## src/rtl/pdp8_pkg.sv

```systemverilog
// Shared types for the execution-transaction scoreboard: transaction kind,
// queued transaction record and the 3-bit error code.
`ifndef ADDR_WIDTH
`define ADDR_WIDTH 12
`endif
`ifndef DATA_WIDTH
`define DATA_WIDTH 12
`endif

package pdp8_pkg;

   localparam int SB_AW    = `ADDR_WIDTH;
   localparam int SB_DW    = `DATA_WIDTH;
   localparam int SB_ERR_W = 3;
   localparam int SB_CNT_W = 16;
   localparam int SB_AGE_W = 8;

   typedef enum logic {
      KIND_RD = 1'b0,
      KIND_WR = 1'b1
   } sb_kind_e;

   typedef struct packed {
      sb_kind_e          kind;
      logic [SB_AW-1:0]  addr;
      logic [SB_DW-1:0]  data;
   } sb_txn_s;

   typedef enum logic [SB_ERR_W-1:0] {
      ERR_NONE       = 3'd0,
      ERR_KIND       = 3'd1,
      ERR_ADDR       = 3'd2,
      ERR_DATA       = 3'd3,
      ERR_UNEXPECTED = 3'd4,
      ERR_BOTH       = 3'd5,
      ERR_DBL_STROBE = 3'd6,
      ERR_OVERFLOW   = 3'd7
   } sb_err_e;

   // All eight 3-bit codes are taken by NONE and the seven request/queue
   // errors. NONE never accompanies a mismatch pulse, so a mismatch pulse
   // carrying code 0 is unambiguously a head-of-queue timeout.
   localparam sb_err_e ERR_TIMEOUT = ERR_NONE;

endpackage

```

## src/rtl/sb_fifo.sv

```systemverilog
// Expected-transaction queue. Head is visible combinationally so the
// comparison can consume it in the same cycle as the request edge.
// Count/full/empty are registered.
module sb_fifo
   import pdp8_pkg::*;
#(
   parameter int DEPTH = 8
)(
   input  logic                   clk,
   input  logic                   reset,
   input  logic                   push,
   input  sb_txn_s                push_txn,
   input  logic                   pop,
   output sb_txn_s                head,
   output logic [$clog2(DEPTH):0] count,
   output logic                   full,
   output logic                   empty
);

   localparam int PW = $clog2(DEPTH);

   sb_txn_s       mem [DEPTH];
   logic [PW-1:0] wr_ptr_reg;
   logic [PW-1:0] rd_ptr_reg;
   logic [PW:0]   count_reg;
   logic [PW:0]   count_next;
   logic          full_reg;
   logic          empty_reg;

   generate
      for (genvar gi = 0; gi < DEPTH; gi++) begin : g_slot
         // each slot captures the pushed record when the write pointer selects it
         always_ff @(posedge clk) begin
            if (push && (wr_ptr_reg == PW'(gi))) begin
               mem[gi] <= push_txn;
            end
         end
      end
   endgenerate

   // occupancy after this cycle's push/pop; both together leave it unchanged
   always_comb begin
      count_next = count_reg;
      case ({push, pop})
         2'b10:   count_next = count_reg + (PW+1)'(1);
         2'b01:   count_next = count_reg - (PW+1)'(1);
         default: count_next = count_reg;
      endcase
   end

   // pointers and registered status flags
   always_ff @(posedge clk or posedge reset) begin
      if (reset) begin
         wr_ptr_reg <= '0;
         rd_ptr_reg <= '0;
         count_reg  <= '0;
         full_reg   <= 1'b0;
         empty_reg  <= 1'b1;
      end else begin
         if (push) wr_ptr_reg <= wr_ptr_reg + PW'(1);
         if (pop)  rd_ptr_reg <= rd_ptr_reg + PW'(1);
         count_reg <= count_next;
         full_reg  <= (count_next == (PW+1)'(DEPTH));
         empty_reg <= (count_next == '0);
      end
   end

   assign head  = mem[rd_ptr_reg];
   assign count = count_reg;
   assign full  = full_reg;
   assign empty = empty_reg;

endmodule

```

## src/rtl/exec_txn_scoreboard.sv

```systemverilog
// Scoreboard comparing observed memory requests against a queue of expected
// transactions. Optional head-of-queue age limit enabled by SB_TIMEOUT_EN.
`ifndef ADDR_WIDTH
`define ADDR_WIDTH 12
`endif
`ifndef DATA_WIDTH
`define DATA_WIDTH 12
`endif

module exec_txn_scoreboard
   import pdp8_pkg::*;
#(
   parameter int DEPTH   = 8,
   parameter int TIMEOUT = 16,
   parameter int AW      = `ADDR_WIDTH,
   parameter int DW      = `DATA_WIDTH
)(
   input  logic                   clk,
   input  logic                   reset,
   input  logic                   exp_valid,
   input  logic                   exp_kind,
   input  logic [AW-1:0]          exp_addr,
   input  logic [DW-1:0]          exp_data,
   output logic                   exp_full,
   input  logic                   exec_rd_req,
   input  logic [AW-1:0]          exec_rd_addr,
   input  logic                   exec_wr_req,
   input  logic [AW-1:0]          exec_wr_addr,
   input  logic [DW-1:0]          exec_wr_data,
   output logic                   match,
   output logic                   mismatch,
   output logic [SB_ERR_W-1:0]    err_code,
   output logic [SB_CNT_W-1:0]    match_cnt,
   output logic [SB_CNT_W-1:0]    err_cnt,
   output logic [$clog2(DEPTH):0] pending
);

   logic          rd_prev_reg, wr_prev_reg;
   logic          rd_rise, wr_rise, both, dbl, obs;
   sb_kind_e      obs_kind;
   logic [SB_AW-1:0] obs_addr;
   logic [SB_DW-1:0] obs_data;
   logic          push, pop, hit, flag, timeout_hit;
   sb_err_e       err_next;
   sb_txn_s       push_txn, head;
   logic          fifo_full, fifo_empty;

   logic                match_reg, mismatch_reg;
   sb_err_e             err_code_reg;
   logic [SB_CNT_W-1:0] match_cnt_reg, err_cnt_reg;

   assign rd_rise  = exec_rd_req & ~rd_prev_reg;
   assign wr_rise  = exec_wr_req & ~wr_prev_reg;
   assign both     = rd_rise & wr_rise;
   assign dbl      = (exec_rd_req & rd_prev_reg) | (exec_wr_req & wr_prev_reg);
   assign obs      = rd_rise ^ wr_rise;
   assign obs_kind = wr_rise ? KIND_WR : KIND_RD;
   assign obs_addr = wr_rise ? SB_AW'(exec_wr_addr) : SB_AW'(exec_rd_addr);
   assign obs_data = SB_DW'(exec_wr_data);

   assign push_txn = '{kind: sb_kind_e'(exp_kind),
                       addr: SB_AW'(exp_addr),
                       data: SB_DW'(exp_data)};

   sb_fifo #(.DEPTH(DEPTH)) u_fifo (
      .clk      (clk),
      .reset    (reset),
      .push     (push),
      .push_txn (push_txn),
      .pop      (pop),
      .head     (head),
      .count    (pending),
      .full     (fifo_full),
      .empty    (fifo_empty)
   );

`ifdef SB_TIMEOUT_EN
   logic [SB_AGE_W-1:0] age_reg;

   assign timeout_hit = ~fifo_empty && (age_reg == SB_AGE_W'(TIMEOUT - 1));

   // age of the current head: idle while empty, restarts on every pop
   always_ff @(posedge clk or posedge reset) begin
      if (reset)                  age_reg <= '0;
      else if (fifo_empty || pop) age_reg <= '0;
      else                        age_reg <= age_reg + SB_AGE_W'(1);
   end
`else
   logic unused_timeout;
   assign unused_timeout = ^SB_AGE_W'(TIMEOUT);
   assign timeout_hit    = 1'b0;
`endif

   // pick the single event reported this cycle and decide push/pop;
   // only one pop per cycle, so a request coinciding with a timeout is absorbed
   always_comb begin
      pop      = 1'b0;
      hit      = 1'b0;
      flag     = 1'b0;
      err_next = ERR_NONE;
      if (both) begin
         flag     = 1'b1;
         err_next = ERR_BOTH;
      end else if (dbl) begin
         flag     = 1'b1;
         err_next = ERR_DBL_STROBE;
      end else if (timeout_hit) begin
         flag     = 1'b1;
         err_next = ERR_TIMEOUT;
         pop      = 1'b1;
      end else if (obs) begin
         if (fifo_empty) begin
            flag     = 1'b1;
            err_next = ERR_UNEXPECTED;
         end else begin
            pop = 1'b1;
            if (head.kind != obs_kind) begin
               flag     = 1'b1;
               err_next = ERR_KIND;
            end else if (head.addr != obs_addr) begin
               flag     = 1'b1;
               err_next = ERR_ADDR;
            end else if ((obs_kind == KIND_WR) && (head.data != obs_data)) begin
               flag     = 1'b1;
               err_next = ERR_DATA;
            end else begin
               hit = 1'b1;
            end
         end
      end
      push = exp_valid & (~fifo_full | pop);
      if (exp_valid && fifo_full && !pop && !flag) begin
         flag     = 1'b1;
         err_next = ERR_OVERFLOW;
      end
   end

   // edge history, registered result pulses and saturating counters
   always_ff @(posedge clk or posedge reset) begin
      if (reset) begin
         rd_prev_reg   <= 1'b0;
         wr_prev_reg   <= 1'b0;
         match_reg     <= 1'b0;
         mismatch_reg  <= 1'b0;
         err_code_reg  <= ERR_NONE;
         match_cnt_reg <= '0;
         err_cnt_reg   <= '0;
      end else begin
         rd_prev_reg  <= exec_rd_req;
         wr_prev_reg  <= exec_wr_req;
         match_reg    <= hit;
         mismatch_reg <= flag;
         err_code_reg <= flag ? err_next : ERR_NONE;
         if (hit && (match_cnt_reg != '1)) match_cnt_reg <= match_cnt_reg + SB_CNT_W'(1);
         if (flag && (err_cnt_reg != '1))  err_cnt_reg   <= err_cnt_reg + SB_CNT_W'(1);
      end
   end

   assign match     = match_reg;
   assign mismatch  = mismatch_reg;
   assign err_code  = err_code_reg;
   assign match_cnt = match_cnt_reg;
   assign err_cnt   = err_cnt_reg;
   assign exp_full  = fifo_full;

endmodule
```

## config.mk

```make
export PLATFORM = sky130hd
export DESIGN_NAME = exec_txn_scoreboard
export DESIGN_NICKNAME = d
export VERILOG_FILES = /design/src/rtl/pdp8_pkg.sv /design/src/rtl/sb_fifo.sv /design/src/rtl/exec_txn_scoreboard.sv
export SDC_FILE = /design/constraint.sdc
export NUM_CORES = 1
export LEC_CHECK = 0
export CAP_MARGIN = 20
export CORE_MARGIN = 1.5
export CORE_UTILIZATION = 35
export DETAILED_ROUTE_END_ITERATION = 7
export HOLD_SLACK_MARGIN = 0.05
export PLACE_DENSITY = 0.55
export SLEW_MARGIN = 20
export SYNTH_ARGS = -nofsm -noshare
export SYNTH_HDL_FRONTEND = slang
export SYNTH_SLANG_ARGS = --single-unit
```

## constraint.sdc

```tcl
create_clock -name clk -period 5.2 [get_ports clk]
set_clock_uncertainty 0.05 [all_clocks]
set_input_delay 1.04 -clock clk [delete_from_list [all_inputs] [get_ports clk]]
set_output_delay 1.04 -clock clk [all_outputs]
set_load 0.02 [all_outputs]
```

==> flow_summary.toml, run 1 <==
[clocking]
htree_levels = 1
cts.sinks = 251
clockBufferDepth = 3
postCtsResizedCells = 0
clkTransAtPathRegs_ns = 0.06
cts_tree = "yes"
root_buffer = "clkbuf_16"
cts_buffers = 27
postCtsSetupRepairBufs = 0
ctsHoldBuffers = 0
clk_latency_ns = 0.54

[cells_and_area]
area_growth_syn_to_layout_pct = 22.8
fillers = 2663
fin_util_pct = 43.7
final_nets = 803
drive_gt1_share_pct = 14.8
seq_area_mm2 = 0.00729
instances_no_fill = 1133
largest_reg_flops = 200
multiInputGateArea_mm2 = 0.00306
diodes = 0

[setup_path]
crit_arrival_ns = 4.78
path_buf_inv = 3
max_stage_delay_ns = 0.47
start_kind = "input port"
crit_family = "simple AND/OR/NAND/NOR gates"
critPathMaxFanout = 12
crit_chain = "clkdlybuf4s50_1, nand2b_1, inv_1, ha_1, nand2_1, or3_1, nand2_1, and2_1, inv_1, ha_1, xor2_1, ha_1, a21oi_1, xor2_1, nor2_1, xor2_1, nor4_1"
worstSetupPathType = "in -> reg"
slowest_stage = "clkdlybuf4s50_1"
cp.required_ns = 5.56
critPathCaptureType = "flip-flop"

[worst_hold_path]
hold_path.class = "reg -> reg"

[timing]
final.period_utilization_pct = 85.0
timing.fmax_mhz = 226
finalSetupTns_ns = 0
finalHoldViolCount = 0
rsz0062_at_grt = "false"
worst_pin_slew_ns = 0.876
setup_viol = 0
period_needed_ns = 4.42
max_slew_margin_pct = 41.6
slew_violations = 0

[synth]
ys_seq_area_share_pct = 69.1
synth_common_cells = "200 x edfxtp_1, 50 x dfrtp_1, 43 x mux2i_1"
yosys_register_bits = 251
syn_nets = 675
synth_area_leader_cell = "edfxtp_1"
synth_area_mm2 = 0.0105
yosys.area_share.xor_xnor_pct = 4.98
ys_async_sr_fraction_pct = 20.3
synthFlopType = "edfxtp_1"
ys_top_cells_by_area = "edfxtp_1 57%, dfrtp_1 12%, mux4_2 7.0%"
yosys.area_share.adder_pct = 1.54
synth_area_per_cell_um2 = 17.7
synth_top_area_share_pct = 56.9
synth_edf_count = 200
syn_inst = 596
synth_most_common_cell = "edfxtp_1"
muxShareOfSynthArea_pct = 14.4
synth_compound_area_share_pct = 1.91
synth_top_family_by_area = "multiplexers"
ys_types = 50
yosys.area_share.simple_pct = 6.14
yosys_warnings = 0

[floorplan]
core_mm2 = 0.0296
ios = 108
start_util_pct = 35.6
dieArea_mm2 = 0.0312
die_h_um = 177
die_w_um = 177
row_count = 63

[power]
clkPwrFrac_pct = 29.1
swShare_pct = 29.8
p_int_mw = 4.47
combPwrFrac_pct = 27.8
p_seq_share_pct = 43.1
p_leak_nw = 4.68
p_per_area_mw_per_mm2 = 492
switchingPower_mw = 1.90
worst_ir_drop_vdd_mv = 0.294

[place]
place_inst = 1085
gp_congestion = 0.784
port_buffers = 107
place_hpwl_um = 13700

[global_routing]
track_usage_pct = 14.6
antenna_found_initial = 0
overflow = 0
first_global_vias = 5998
grt_max_degree = 52
grt_pass1_wl_um = 34500

[route]
drc = 0
ant_nets = 0
vias = 5634
wl_per_cell_um = 19.7
drt_iter0_drc = 319
via_per_inst = 4.97
drt_wl_total_um = 22400
detail_route.first_pass.iterations = 4

[outcome]
status = "finished clean"

[flow_run]
drv_cap = 0
power by group through the flow:
stage                     Sequential [mW]  Combinational (mW)  Clock (mW)
after floorplan                      2.71                1.29           0
after global placement               2.77                1.79           0
after detailed placement             2.80                1.80           0
after CTS                            2.75                1.81        1.90
after global routing                 2.79                1.94        1.97
final                                2.75                1.77        1.85
worst reg2reg max path: stages (launching register included):
cell     delay, ns
dfrtp_2       0.78
buf_4         0.49
mux4_2        0.57
mux2i_1       0.20
xor2_1        0.10
nand4_1       0.21
o31ai_4       0.12
a21oi_2       0.63
and2_4        0.28
mux2_2        0.33
path summary, 6_finish.rpt:
kind	slack [ns]	cells after the start	from	to
setup / recovery	0.78	17	exec_wr_req	u_fifo.full
hold / removal	0.44	1	err_cnt[9]	err_cnt[9]
setup reg to reg	1.32	9	u_fifo.rd_ptr_reg[0]	err_cnt[1]
hold reg to reg	0.44	1	err_cnt[9]	err_cnt[9]
max in group asynchronous	3.59	2	reset	u_fifo.rd_ptr_reg[0]
min in group asynchronous	0.95	2	reset	err_cnt[14]
routing by layer:
metal / up-vias / wire (um) / GRT usage [%]
met2: 142 / 10800 / 24.6
met5: - / 0 / 0
met4: 0 / 473 / 3.46
li1: 2584 / - / -
met3: 31 / 1140 / 2.52
met1: 2877 / 9930 / 19.6
layout make-up:
type | count | area share [%]
Clock buffer | 34 | 5.65
Clock inverter | 14 | 1.03
Inverter | 13 | 0.386
Multi-Input combinational cell | 310 | 23.6
Sequential cell | 251 | 56.3
Tap cell | 390 | 3.77
Timing Repair Buffer | 121 | 9.27
cell usage in the layout, fill, tap and decap left out, drive strengths merged, types with 4 or more instances in the layout:
| cell | instances |
|---|---|
| nor2b | 4 |
| mux4 | 42 |
| inv | 14 |
| a211oi | 5 |
| nor3 | 7 |
| edfxtp | 200 |
| nor2 | 17 |
| nor4 | 4 |
| nand2 | 21 |
| mux2 | 10 |
| nand2b | 4 |
| nand3 | 18 |
| a21oi | 5 |
| mux2i | 43 |
| xnor2 | 34 |
| buf | 14 |
| dfrtp | 50 |
| clkdlybuf4s50 | 107 |
| clkinv | 11 |
| and2 | 6 |
| clkbuf | 34 |
| and3 | 18 |
| ha | 13 |
| xor2 | 26 |
| nand4 | 12 |
per-stage QoR:
stage	cell area [um^2]	hold WS (ns)	setup WS (ns)	total power [mW]
2_1_floorplan	10500	0.512	0.633	3.99
3_3_place_gp	12100	0.431	0.507	4.56
3_5_place_dp	12100	0.437	0.271	4.60
4_1_cts	13000	0.446	0.793	6.46
5_1_grt	13000	0.456	0.533	6.70
6_report	13000	0.440	0.782	6.37
cell families (layout without fill, tap and decap cells):
family	after synthesis	count (layout)
adder cells (fa/ha/maj)	13	13
flip-flops	251	251
AO/OA/AOI/OAI	24	24
XOR/XNOR	60	60
AND/OR/NAND/NOR	118	118
multiplexers	95	95
buffers and inverters	35	182
Note: power is estimated with default switching activity, not from simulation.
==> inputs of run 2 (changes only) <==
- clock period: 5.2 -> 4.25 ns (I/O delays scaled with it)
==> run 2 against run 1 <==
Compared with the run above:
- total power is 22% higher
- setup slack worse by 0.32 ns
- register-to-register slack worse by 0.86 ns
- cell count is 1.1% higher
- final area is 0.40% higher
==> flow_summary.toml, run 2 (synthesis results as in run 1) <==
[setup_path]
start_kind = "flip-flop"
crit_arrival_ns = 4.15
critPathCaptureType = "flip-flop"
critPathMaxFanout = 18
r2r_cells = 10
reg2reg_to = "err_cnt[1]"
rrSetupSlack_ns = 0.46
cp.required_ns = 4.61
r2r-start = "u_fifo.rd_ptr_reg[1]"
worstSetupPathType = "reg -> reg"

[route]
drt_wl_total_um = 22300
drc = 0
ant_nets = 0
via_per_inst = 4.96
detail_route.first_pass.iterations = 5
vias = 5682
drt_iter0_drc = 406
wl_per_cell_um = 19.5

[global_routing]
grt_max_degree = 52
antenna_found_initial = 2
first_global_vias = 5858
overflow = 0
grt_pass1_wl_um = 34200
track_usage_pct = 14.5

[floorplan]
die_h_um = 177
start_util_pct = 35.6
ios = 108
dieArea_mm2 = 0.0312
die_w_um = 177
row_count = 63
core_mm2 = 0.0296

[outcome]
status = "finished clean"

[timing]
timing.fmax_mhz = 264
setup_viol = 0
finalSetupTns_ns = 0
holdWs_ns = 0.439
period_needed_ns = 3.79
rsz0062_at_grt = "false"
final.period_utilization_pct = 89.2
slew_violations = 0
max_slew_margin_pct = 40.6
worst_pin_slew_ns = 0.890
finalHoldViolCount = 0

[cells_and_area]
area_growth_syn_to_layout_pct = 23.3
instances_no_fill = 1145
largest_reg_flops = 200
drive_gt1_share_pct = 15.4
fin_util_pct = 43.9
final_cell_mix = "200 x edfxtp_1, 107 x clkdlybuf4s50_1, 47 x dfrtp_1"
final_common_cell = "edfxtp_1"
final_nets = 813

[clocking]
clockBufferDepth = 3
ctsHoldBuffers = 0
clk_latency_ns = 0.54
cts_tree = "yes"
clkTransAtPathRegs_ns = 0.06
postCtsSetupRepairBufs = 0
cts_buffers = 27
postCtsResizedCells = 0
cts.sinks = 251
root_buffer = "clkbuf_16"
htree_levels = 1

[power]
combPwrFrac_pct = 28.5
swShare_pct = 30.0
p_leak_nw = 4.71
worst_ir_drop_vdd_mv = 0.290
switchingPower_mw = 2.32
p_int_mw = 5.43
clkPwrFrac_pct = 28.1
total_power_mw = 7.75
p_per_area_mw_per_mm2 = 596
p_seq_share_pct = 43.3

[worst_hold_path]
min_path_cells = 1
hold_start = "match_cnt[7]"
hold_path.class = "reg -> reg"
min_delay_worst_endpoint = "match_cnt[7]"

[place]
gp_congestion = 0.772
place_inst = 1095
place_hpwl_um = 13900
port_buffers = 107

[flow_run]
drv_cap = 0
[run 2: area by class of cell]
class	count	area, um^2
antenna	1	2.50
clock buffer	35	726
clock inverter	14	101
fill	2641	16600
inverter	13	50.0
multi-input combinational	310	3060
sequential	251	7290
tap	390	488
timing repair buffer	131	1290
[run 2: how the worst max path moves through the flow]
| stage | startpoint | to | slack (ns) | cells after the start |
|---|---|---|---|---|
| finish | u_fifo.rd_ptr_reg[1] | err_cnt[1] | 0.46 | 10 |
| detailed placement | exec_wr_req | u_fifo.empty | 0.02 | 17 |
| global route | u_fifo.rd_ptr_reg[1] | err_cnt[1] | 0.17 | 11 |
| floorplan | exec_wr_req | u_fifo.empty | 0.09 | 20 |
| CTS | u_fifo.rd_ptr_reg[1] | err_cnt[1] | 0.40 | 10 |
| global placement | exec_wr_req | u_fifo.empty | 0.15 | 17 |
[run 2: routing by layer]
metal / wire length (um) / GRT usage, % / vias to the layer above
li1: - / - / 2607
met1: 9950 / 19.9 / 2909
met2: 10900 / 24.3 / 135
met3: 1050 / 2.58 / 29
met4: 433 / 2.93 / 2
met5: 13 / 0 / -
[run 2: power groups by stage]
| stage | Clock, mW | Combinational, mW | Sequential, mW |
|---|---|---|---|
| global placement | 0 | 2.22 | 3.39 |
| finish | 2.18 | 2.21 | 3.36 |
| CTS | 2.24 | 2.26 | 3.37 |
| floorplan | 0 | 1.58 | 3.31 |
| detailed placement | 0 | 2.25 | 3.42 |
| global route | 2.33 | 2.41 | 3.41 |
[run 2: critical path: stages, from the launching register on]
cell and delay [ns]:
dfrtp_2 0.77, mux4_1 0.65, mux2i_1 0.36, xnor2_1 0.13
nand4_1 0.12, nor3_1 0.07, buf_4 0.15, and3_1 0.17
a21oi_2 0.58, and2_4 0.27, mux2_2 0.32
[run 2: metrics by stage]
| stage | instance area (um^2) | setup WS, ns |
|---|---|---|
| 6_report | 13000 | 0.461 |
| 4_1_cts | 13000 | 0.403 |
| 3_3_place_gp | 12200 | 0.155 |
| 3_5_place_dp | 12200 | 0.0182 |
| 2_1_floorplan | 10600 | 0.0911 |
| 5_1_grt | 13000 | 0.172 |
